[config.mk]
export PLATFORM = sky130hd
export DESIGN_NAME = load_store_unit_flat
export DESIGN_NICKNAME = d
export VERILOG_FILES = /design/src/rtl/load_store_unit_if.sv /design/src/rtl/load_store_unit.sv /design/src/flat_wrapper.sv
export SDC_FILE = /design/constraint.sdc
export NUM_CORES = 1
export LEC_CHECK = 0
export BUFFER_PORTS_ARGS = -buffer_cell sky130_fd_sc_hd__buf_4
export CAP_MARGIN = 25
export CORE_MARGIN = 2
export CORE_UTILIZATION = 53
export DETAILED_ROUTE_END_ITERATION = 10
export GPL_TIMING_DRIVEN = 0
export HOLD_SLACK_MARGIN = 0.03
export PLACE_DENSITY = 0.82
export SLEW_MARGIN = 15
export SYNTH_ARGS = -nofsm -noshare
export SYNTH_HDL_FRONTEND = slang
export SYNTH_SLANG_ARGS = --single-unit
[constraint.sdc]
create_clock -name clk -period 1.9 [get_ports clk]
set_clock_uncertainty 0.05 [all_clocks]
set_input_delay 0.095 -clock clk [delete_from_list [all_inputs] [get_ports clk]]
set_output_delay 0.095 -clock clk [all_outputs]
set_load 0.05 [all_outputs]
[src/rtl/load_store_unit_if.sv]
// Request/response/memory-port bundle between the execute stage, the
// load/store unit and the 16-word data memory.
interface load_store_unit_if;
  logic        req_valid;
  logic        req_ready;
  logic        req_store;
  logic [1:0]  req_size;
  logic        req_signed;
  logic [5:0]  req_addr;
  logic [31:0] req_wdata;
  logic        rsp_valid;
  logic        rsp_ready;
  logic [31:0] rsp_data;
  logic        rsp_err;
  logic [3:0]  mem_addr;
  logic [31:0] mem_write_data;
  logic        mem_ldr_str_en;
  logic        mem_load_en;
  logic        mem_store_en;
  logic [31:0] mem_read_data;

  // Environment side: issues requests, consumes responses, models memory.
  modport master (
    output req_valid, req_store, req_size, req_signed, req_addr, req_wdata,
    output rsp_ready, mem_read_data,
    input  req_ready, rsp_valid, rsp_data, rsp_err,
    input  mem_addr, mem_write_data, mem_ldr_str_en, mem_load_en, mem_store_en
  );

  // Load/store unit side.
  modport slave (
    input  req_valid, req_store, req_size, req_signed, req_addr, req_wdata,
    input  rsp_ready, mem_read_data,
    output req_ready, rsp_valid, rsp_data, rsp_err,
    output mem_addr, mem_write_data, mem_ldr_str_en, mem_load_en, mem_store_en
  );
endinterface

[src/rtl/load_store_unit.sv]
// Load/store unit: one request at a time, byte/half/word accesses to a
// 16 x 32-bit memory, read-modify-write for sub-word stores, extended loads.
module load_store_unit (
  input  logic              clk,
  input  logic              rst,
  load_store_unit_if.slave  bus
);

  typedef enum logic [1:0] {IDLE, RD, WR, RESP} state_t;

  state_t      state_q, state_d;
  logic        store_q, store_d;
  logic [1:0]  size_q, size_d;
  logic        signed_q, signed_d;
  logic [5:0]  addr_q, addr_d;
  logic [31:0] wdata_q, wdata_d;
  logic [31:0] data_q, data_d;
  logic        err_q, err_d;

  logic        req_bad;
  logic [4:0]  lane_shift;
  logic [31:0] byte_sel;
  logic [15:0] half_sel;
  logic [31:0] load_ext;
  logic [31:0] lane_mask;
  logic [31:0] lane_data;
  logic [31:0] merged;

  // Reserved size or misaligned half/word access is rejected at accept.
  always_comb begin
    req_bad = 1'b0;
    case (bus.req_size)
      2'b01:   req_bad = bus.req_addr[0];
      2'b10:   req_bad = (bus.req_addr[1:0] != 2'b00);
      2'b11:   req_bad = 1'b1;
      default: req_bad = 1'b0;
    endcase
  end

  // State register and request/data latches.
  always_ff @(posedge clk or negedge rst) begin
    if (!rst) begin
      state_q  <= IDLE;
      store_q  <= 1'b0;
      size_q   <= '0;
      signed_q <= 1'b0;
      addr_q   <= '0;
      wdata_q  <= '0;
      data_q   <= '0;
      err_q    <= 1'b0;
    end else begin
      state_q  <= state_d;
      store_q  <= store_d;
      size_q   <= size_d;
      signed_q <= signed_d;
      addr_q   <= addr_d;
      wdata_q  <= wdata_d;
      data_q   <= data_d;
      err_q    <= err_d;
    end
  end

  // Next-state: sequencing of accept, read, write and response.
  always_comb begin
    state_d  = state_q;
    store_d  = store_q;
    size_d   = size_q;
    signed_d = signed_q;
    addr_d   = addr_q;
    wdata_d  = wdata_q;
    data_d   = data_q;
    err_d    = err_q;
    case (state_q)
      IDLE: begin
        if (bus.req_valid) begin
          store_d  = bus.req_store;
          size_d   = bus.req_size;
          signed_d = bus.req_signed;
          addr_d   = bus.req_addr;
          wdata_d  = bus.req_wdata;
          err_d    = req_bad;
          if (req_bad)
            state_d = RESP;
          else if (bus.req_store && bus.req_size == 2'b10)
            state_d = WR;
          else
            state_d = RD;
        end
      end
      RD: begin
        data_d  = bus.mem_read_data;
        state_d = store_q ? WR : RESP;
      end
      WR:      state_d = RESP;
      RESP:    if (bus.rsp_ready) state_d = IDLE;
      default: state_d = IDLE;
    endcase
  end

  // Lane extract for loads and lane merge for sub-word stores (little-endian).
  always_comb begin
    lane_shift = {addr_q[1:0], 3'b000};
    byte_sel   = data_q >> lane_shift;
    half_sel   = addr_q[1] ? data_q[31:16] : data_q[15:0];
    case (size_q)
      2'b00:   load_ext = {{24{signed_q & byte_sel[7]}}, byte_sel[7:0]};
      2'b01:   load_ext = {{16{signed_q & half_sel[15]}}, half_sel};
      default: load_ext = data_q;
    endcase
    lane_mask = '0;
    lane_data = '0;
    merged    = wdata_q;
    if (size_q == 2'b00) begin
      lane_mask = 32'h0000_00ff << lane_shift;
      lane_data = {24'h0, wdata_q[7:0]} << lane_shift;
      merged    = (data_q & ~lane_mask) | lane_data;
    end else if (size_q == 2'b01) begin
      lane_mask = 32'h0000_ffff << lane_shift;
      lane_data = {16'h0, wdata_q[15:0]} << lane_shift;
      merged    = (data_q & ~lane_mask) | lane_data;
    end
  end

  // Outputs decoded straight from the state register.
  always_comb begin
    bus.req_ready      = (state_q == IDLE);
    bus.rsp_valid      = (state_q == RESP);
    bus.rsp_err        = (state_q == RESP) && err_q;
    bus.rsp_data       = ((state_q == RESP) && !err_q && !store_q) ? load_ext : '0;
    bus.mem_addr       = (state_q == RD || state_q == WR) ? addr_q[5:2] : '0;
    bus.mem_write_data = (state_q == WR) ? merged : '0;
    bus.mem_ldr_str_en = (state_q == RD || state_q == WR);
    bus.mem_load_en    = (state_q == RD);
    bus.mem_store_en   = (state_q == WR);
  end

endmodule

[src/flat_wrapper.sv]
// flat-port wrapper written by rule: the top's interface ports become plain ports
module load_store_unit_flat 
  (clk, rst, bus_req_valid, bus_req_store, bus_req_size, bus_req_signed, bus_req_addr, bus_req_wdata, bus_rsp_ready, bus_mem_read_data, bus_req_ready, bus_rsp_valid, bus_rsp_data, bus_rsp_err, bus_mem_addr, bus_mem_write_data, bus_mem_ldr_str_en, bus_mem_load_en, bus_mem_store_en);
  load_store_unit_if bus_i ();
  input  logic clk;
  input  logic rst;
  input wire logic [$bits(bus_i.req_valid)-1:0] bus_req_valid;
  input wire logic [$bits(bus_i.req_store)-1:0] bus_req_store;
  input wire logic [$bits(bus_i.req_size)-1:0] bus_req_size;
  input wire logic [$bits(bus_i.req_signed)-1:0] bus_req_signed;
  input wire logic [$bits(bus_i.req_addr)-1:0] bus_req_addr;
  input wire logic [$bits(bus_i.req_wdata)-1:0] bus_req_wdata;
  input wire logic [$bits(bus_i.rsp_ready)-1:0] bus_rsp_ready;
  input wire logic [$bits(bus_i.mem_read_data)-1:0] bus_mem_read_data;
  output wire logic [$bits(bus_i.req_ready)-1:0] bus_req_ready;
  output wire logic [$bits(bus_i.rsp_valid)-1:0] bus_rsp_valid;
  output wire logic [$bits(bus_i.rsp_data)-1:0] bus_rsp_data;
  output wire logic [$bits(bus_i.rsp_err)-1:0] bus_rsp_err;
  output wire logic [$bits(bus_i.mem_addr)-1:0] bus_mem_addr;
  output wire logic [$bits(bus_i.mem_write_data)-1:0] bus_mem_write_data;
  output wire logic [$bits(bus_i.mem_ldr_str_en)-1:0] bus_mem_ldr_str_en;
  output wire logic [$bits(bus_i.mem_load_en)-1:0] bus_mem_load_en;
  output wire logic [$bits(bus_i.mem_store_en)-1:0] bus_mem_store_en;
  assign bus_i.req_valid = bus_req_valid;
  assign bus_i.req_store = bus_req_store;
  assign bus_i.req_size = bus_req_size;
  assign bus_i.req_signed = bus_req_signed;
  assign bus_i.req_addr = bus_req_addr;
  assign bus_i.req_wdata = bus_req_wdata;
  assign bus_i.rsp_ready = bus_rsp_ready;
  assign bus_i.mem_read_data = bus_mem_read_data;
  assign bus_req_ready = bus_i.req_ready;
  assign bus_rsp_valid = bus_i.rsp_valid;
  assign bus_rsp_data = bus_i.rsp_data;
  assign bus_rsp_err = bus_i.rsp_err;
  assign bus_mem_addr = bus_i.mem_addr;
  assign bus_mem_write_data = bus_i.mem_write_data;
  assign bus_mem_ldr_str_en = bus_i.mem_ldr_str_en;
  assign bus_mem_load_en = bus_i.mem_load_en;
  assign bus_mem_store_en = bus_i.mem_store_en;
  load_store_unit u_core (.clk(clk), .rst(rst), .bus(bus_i));
endmodule
==> results_dict.tcl, run 1 <==
set metrics [dict create \
    worstEpCategory "top-level output" \
    ys.warnings.count 0 \
    syn_nets 604 \
    place.gp.congestion 0.941 \
    grt_max_degree 78 \
    clockBufferDepth 2 \
    cts-htree-levels 3 \
    numClockSinks 77 \
    synth_area_um2 5080 \
    synth.distinct_cells 47 \
    ys_ff_latch 77 \
    synth_top_family_by_area "multiplexers" \
    cts-root-buf "clkbuf_8" \
    row_count 35 \
    seq_area_frac_synth_pct 37.9 \
    error_line "[ERROR DPL-0038] Utilization greater than 100%, impossible to legalize" \
    port-buffer-count 151 \
    die_w_um 102 \
    initial_utilization_pct 54.8 \
    cts_buffers 9 \
    synth.mux.area_fraction_pct 21.8 \
    synth_xor_area_share_pct 0 \
    synthAdderAreaFrac_pct 2.21 \
    stop_stage "global routing" \
    grt-worst-endpoint "bus_rsp_data[31]" \
    post_dp_cell_area_um2 6810 \
    top_level_ports 152 \
    hpwlAfterDp_um 13200 \
    die_h_um 102 \
    yosys.area_share.simple_pct 11.7 \
    synth-compound-area-share_pct 20.9 \
    outcome "stopped before the end" \
    syn_inst 517 \
    avgSynthCellArea_um2 9.84 \
]
synth_stat cells (all sizes together):
master / count / area [um2]
clkbuf: 11 / 42.5
a21boi: 13 / 97.6
or2: 2 / 12.5
and2: 5 / 31.3
a221o: 8 / 80.1
a311oi: 1 / 8.76
a31oi: 5 / 31.3
nand3: 2 / 10.0
mux4: 3 / 67.6
o2111ai: 1 / 26.3
ha: 9 / 113
or2b: 1 / 7.51
nand4: 1 / 6.26
nor2b: 17 / 106
o211ai: 4 / 30.0
o21ai: 48 / 240
dfrtp: 77 / 1930
nor3: 11 / 82.6
inv: 15 / 56.3
nand2: 61 / 229
a22oi: 14 / 105
nor4: 1 / 6.26
nand2b: 1 / 6.26
o31ai: 1 / 7.51
nor2: 19 / 78.8
a221oi: 1 / 8.76
o21a: 1 / 7.51
mux2i: 15 / 150
a211oi: 17 / 128
a32oi: 13 / 114
or3b: 1 / 8.76
buf: 25 / 183
o22ai: 6 / 43.8
mux2: 79 / 890
a21oi: 27 / 135
and2b: 1 / 7.51
through the flow:
stage	cells	worst slack, ns
floorplan	517	-0.118
global placement	797	-0.260
detailed placement	797	-0.341
CTS	925	-0.280
cell families after synthesis:
group | count (synthesis)
DFF | 77
AOI/OAI and AO/OA | 160
buffers and inverters | 51
and+or+nand+nor | 123
adders and majority gates | 9
muxes | 97
repair_timing:
action / in CTS
cloned: 2
hold buffers: 75
setup endpoints to repair: 102
hold endpoints to repair: 151
resized for setup: 237
pin swaps: 54
buffers inserted: 37
==> inputs of run 2 (changes only) <==
--- a/config.mk
+++ b/config.mk
@@ -8,11 +8,10 @@
 export BUFFER_PORTS_ARGS = -buffer_cell sky130_fd_sc_hd__buf_4
 export CAP_MARGIN = 25
 export CORE_MARGIN = 2
-export CORE_UTILIZATION = 53
+export CORE_UTILIZATION = 40
 export DETAILED_ROUTE_END_ITERATION = 10
 export GPL_TIMING_DRIVEN = 0
-export HOLD_SLACK_MARGIN = 0.03
-export PLACE_DENSITY = 0.82
+export PLACE_DENSITY_LB_ADDON = 0.15
 export SLEW_MARGIN = 15
 export SYNTH_ARGS = -nofsm -noshare
 export SYNTH_HDL_FRONTEND = slang
==> run 2 against run 1 <==
The flow now finishes, with violations (negative setup slack). Synthesized area unchanged. Synthesized cell count unchanged.
==> results_dict.tcl, run 2 <==
set metrics [dict create \
    outcome "finished, violations left" \
    violations "negative setup slack" \
    yosysTopAreaCell "dfrtp_1" \
    final_util_pct 79.1 \
    crit_slowest_cell "dfrtp_2" \
    fin_tns_setup_ns -14.01 \
    ant_nets 0 \
    min_to "u_core.state_q[0]" \
    drt-pass1-iter-count 5 \
    multi_input_area_um2 4010 \
    cap_violations 0 \
    clockBufferDepth 2 \
    hold_viol_final 0 \
    crit_buf_inv 4 \
    antenna_cells 0 \
    yosysMostFrequentCell "mux2_2" \
    drive_above_1_share_pct 63.3 \
    finalNetCount 905 \
    cts-root-buf "clkbuf_16" \
    synth_top_area_share_pct 37.9 \
    ff2ff_setup_slack_ns 0.03 \
    ys.flop_type "dfrtp_1" \
    row_count 41 \
    drv_slew 0 \
    path_common_cell "buf_6" \
    fin_ws_ns -0.322 \
    p_total_w 0.0208 \
    fp.coreArea_um2 12500 \
    synth_common_cells "mux2_2 (79), dfrtp_1 (77), nand2_1 (61)" \
    syn_inst 517 \
    hold_class "primary input to flip-flop" \
    overflow 0 \
    ff2ff_path_depth 5 \
    synth.distinct_cells 47 \
    synth.area.top_cells "dfrtp_1 (38%), mux2_2 (17%), o21ai_0 (4.6%)" \
    fmax_ghz 0.450 \
    wl_per_cell_um 21.9 \
    clkTransAtPathRegs_ns 0.06 \
    critical_path_class "flip-flop to output pin" \
    syn_nets 604 \
    synthToLayoutAreaGrowth_pct 94.7 \
    switching_share_pct 49.8 \
    vias_per_cell 5.69 \
    worstPathRequired_ns 1.75 \
    start_kind "flip-flop" \
    port-buffer-count 151 \
    ir_drop_uv 1450 \
    power_frac_comb_pct 71.0 \
    synth_area_um2 5080 \
    maxSlewHeadroom_pct 67.5 \
    fp.dieArea_um2 13600 \
    critPathMaxFanout 3 \
    final_cell_mix "buf_4 (119), buf_6 (82), mux2_2 (78)" \
    period_share_pct 117 \
    min-delay-start "bus_rsp_ready" \
    ys.warnings.count 0 \
    design_area_um2 9900 \
    p_leak_nw 4.04 \
    antenna_found_initial 0 \
    cp.arrival_ns 2.08 \
    synthArstFlopShare_pct 100 \
    fin_crit_ns 2.22 \
    r2r_start "u_core.state_q[1]" \
    cts-htree-levels 3 \
    top_level_ports 152 \
    powerDensity_nw_per_um2 2100 \
    rsz0062_at_grt "true" \
    vias 5663 \
    top_regs "u_core.data_q (32), u_core.wdata_q (32), u_core.addr_q (6)" \
    initial_utilization_pct 40.6 \
    crit_family "buffers and inverters" \
    die_w_um 117 \
    tightest_slew_ns 0.487 \
    seq_area_frac_synth_pct 37.9 \
    cts_tree "built" \
    grt_max_degree 78 \
    regArea_um2 1930 \
    slowest_delay_ns 0.45 \
    p_int_w 0.0104 \
    path_cells "buf_6 > buf_12 > and2b_4 > buf_4 > a221o_1 > o211ai_1 > a21boi_2 > buf_6" \
    grt_use_total_pct 30.9 \
    drc 0 \
    numClockSinks 77 \
    grt_pass1_wl_um 31500 \
    seqPwrFrac_pct 19.4 \
    nFillCells 777 \
    drt_iter0_drc 408 \
    r2r-end "u_core.data_q[17]" \
    clkPwrFrac_pct 9.7 \
    routed_wl_um 21800 \
    whs_path_depth 4 \
    die_h_um 117 \
    grt_pass1_vias 5676 \
    avgSynthCellArea_um2 9.84 \
    setup_viol 64 \
    clock_latency_ns 0.35 \
    timing.hold.ws_ns 0.0853 \
    p_switching_w 0.0104 \
    ys_ff_latch 77 \
    hpwlAfterDp_um 13700 \
    place.gp.congestion 0.935 \
    cp-end-kind "output pin" \
    post_dp_cell_area_um2 6860 \
    final_common_cell "buf_4" \
    cts_buffers 9 \
    synth_edf_count 0 \
]
## run 2: cell counts after synthesis
No cell type changed its count.
## run 2: how the worst max path moves through the flow
stage	from	endpoint	depth (start not counted)	slack, ns
detailed placement	u_core.addr_q[1]	bus_mem_write_data[21]	8	-0.33
floorplan	u_core.state_q[0]	bus_rsp_data[6]	6	-0.12
global route	u_core.addr_q[1]	bus_rsp_data[12]	8	-0.38
CTS	u_core.addr_q[1]	bus_rsp_data[28]	7	-0.30
global placement	u_core.addr_q[1]	bus_mem_write_data[17]	8	-0.30
finish	u_core.addr_q[1]	bus_mem_write_data[11]	8	-0.32
## run 2: final cells by class
cell class / count / share of cell area (%)
Sequential cell: 77 / 19.5
Clock inverter: 4 / 0.960
Clock buffer: 12 / 2.49
Multi-Input combinational cell: 389 / 40.5
Tap cell: 172 / 2.17
Inverter: 15 / 0.910
Timing Repair Buffer: 292 / 29.5
Buffer: 34 / 4.04
## run 2: worst min-delay path, delay by kind of cell
family | cells | cell delay [ns]
simple gates | 1 | 0.08
buf+inv | 1 | 0.08
compound gates | 2 | 0.17
## run 2: layer usage
metal | wire length [um] | GRT usage [%] | up-vias
met4 | 697 | 12.5 | 0
met2 | 10900 | 51.7 | 285
met3 | 1440 | 5.40 | 53
met5 | 0 | 0 | -
met1 | 8720 | 39.9 | 2816
li1 | - | - | 2509
## run 2: cells by family (layout without fill, tap and decap cells)
kind of cell / count (synthesis) / count (layout) / synth area share [%]
buffers and inverters: 51 / 357 / 5.54
DFF: 77 / 77 / 37.9
AOI/OAI and AO/OA: 160 / 160 / 20.9
adders and majority gates: 9 / 9 / 2.21
muxes: 97 / 97 / 21.8
and+or+nand+nor: 123 / 123 / 11.7
## run 2: through the flow
step / setup WS (ns) / std cells
CTS: -0.302 / 969
floorplan: -0.118 / 517
detailed placement: -0.326 / 840
global placement: -0.300 / 840
global route: -0.381 / 995
finish: -0.322 / 995
## run 2: what timing repair did
action	in CTS	in global routing
hold buffers	75	0
endpoints found under the setup margin	128	108
hold endpoints to repair	151	0
setup buffers	37	25
pin swaps	60	30
gates resized for setup	261	102
cloned	3	1
## run 2: power by group through the flow
stage	Clock, W	Combinational (W)	Sequential, W
after global routing	0.00210	0.0154	0.00408
after CTS	0.00202	0.0131	0.00380
after floorplan	0	0.00792	0.00315
after detailed placement	0	0.0103	0.00374
final	0.00201	0.0147	0.00402
after global placement	0	0.0102	0.00370
(Power assumes the default switching activity.)
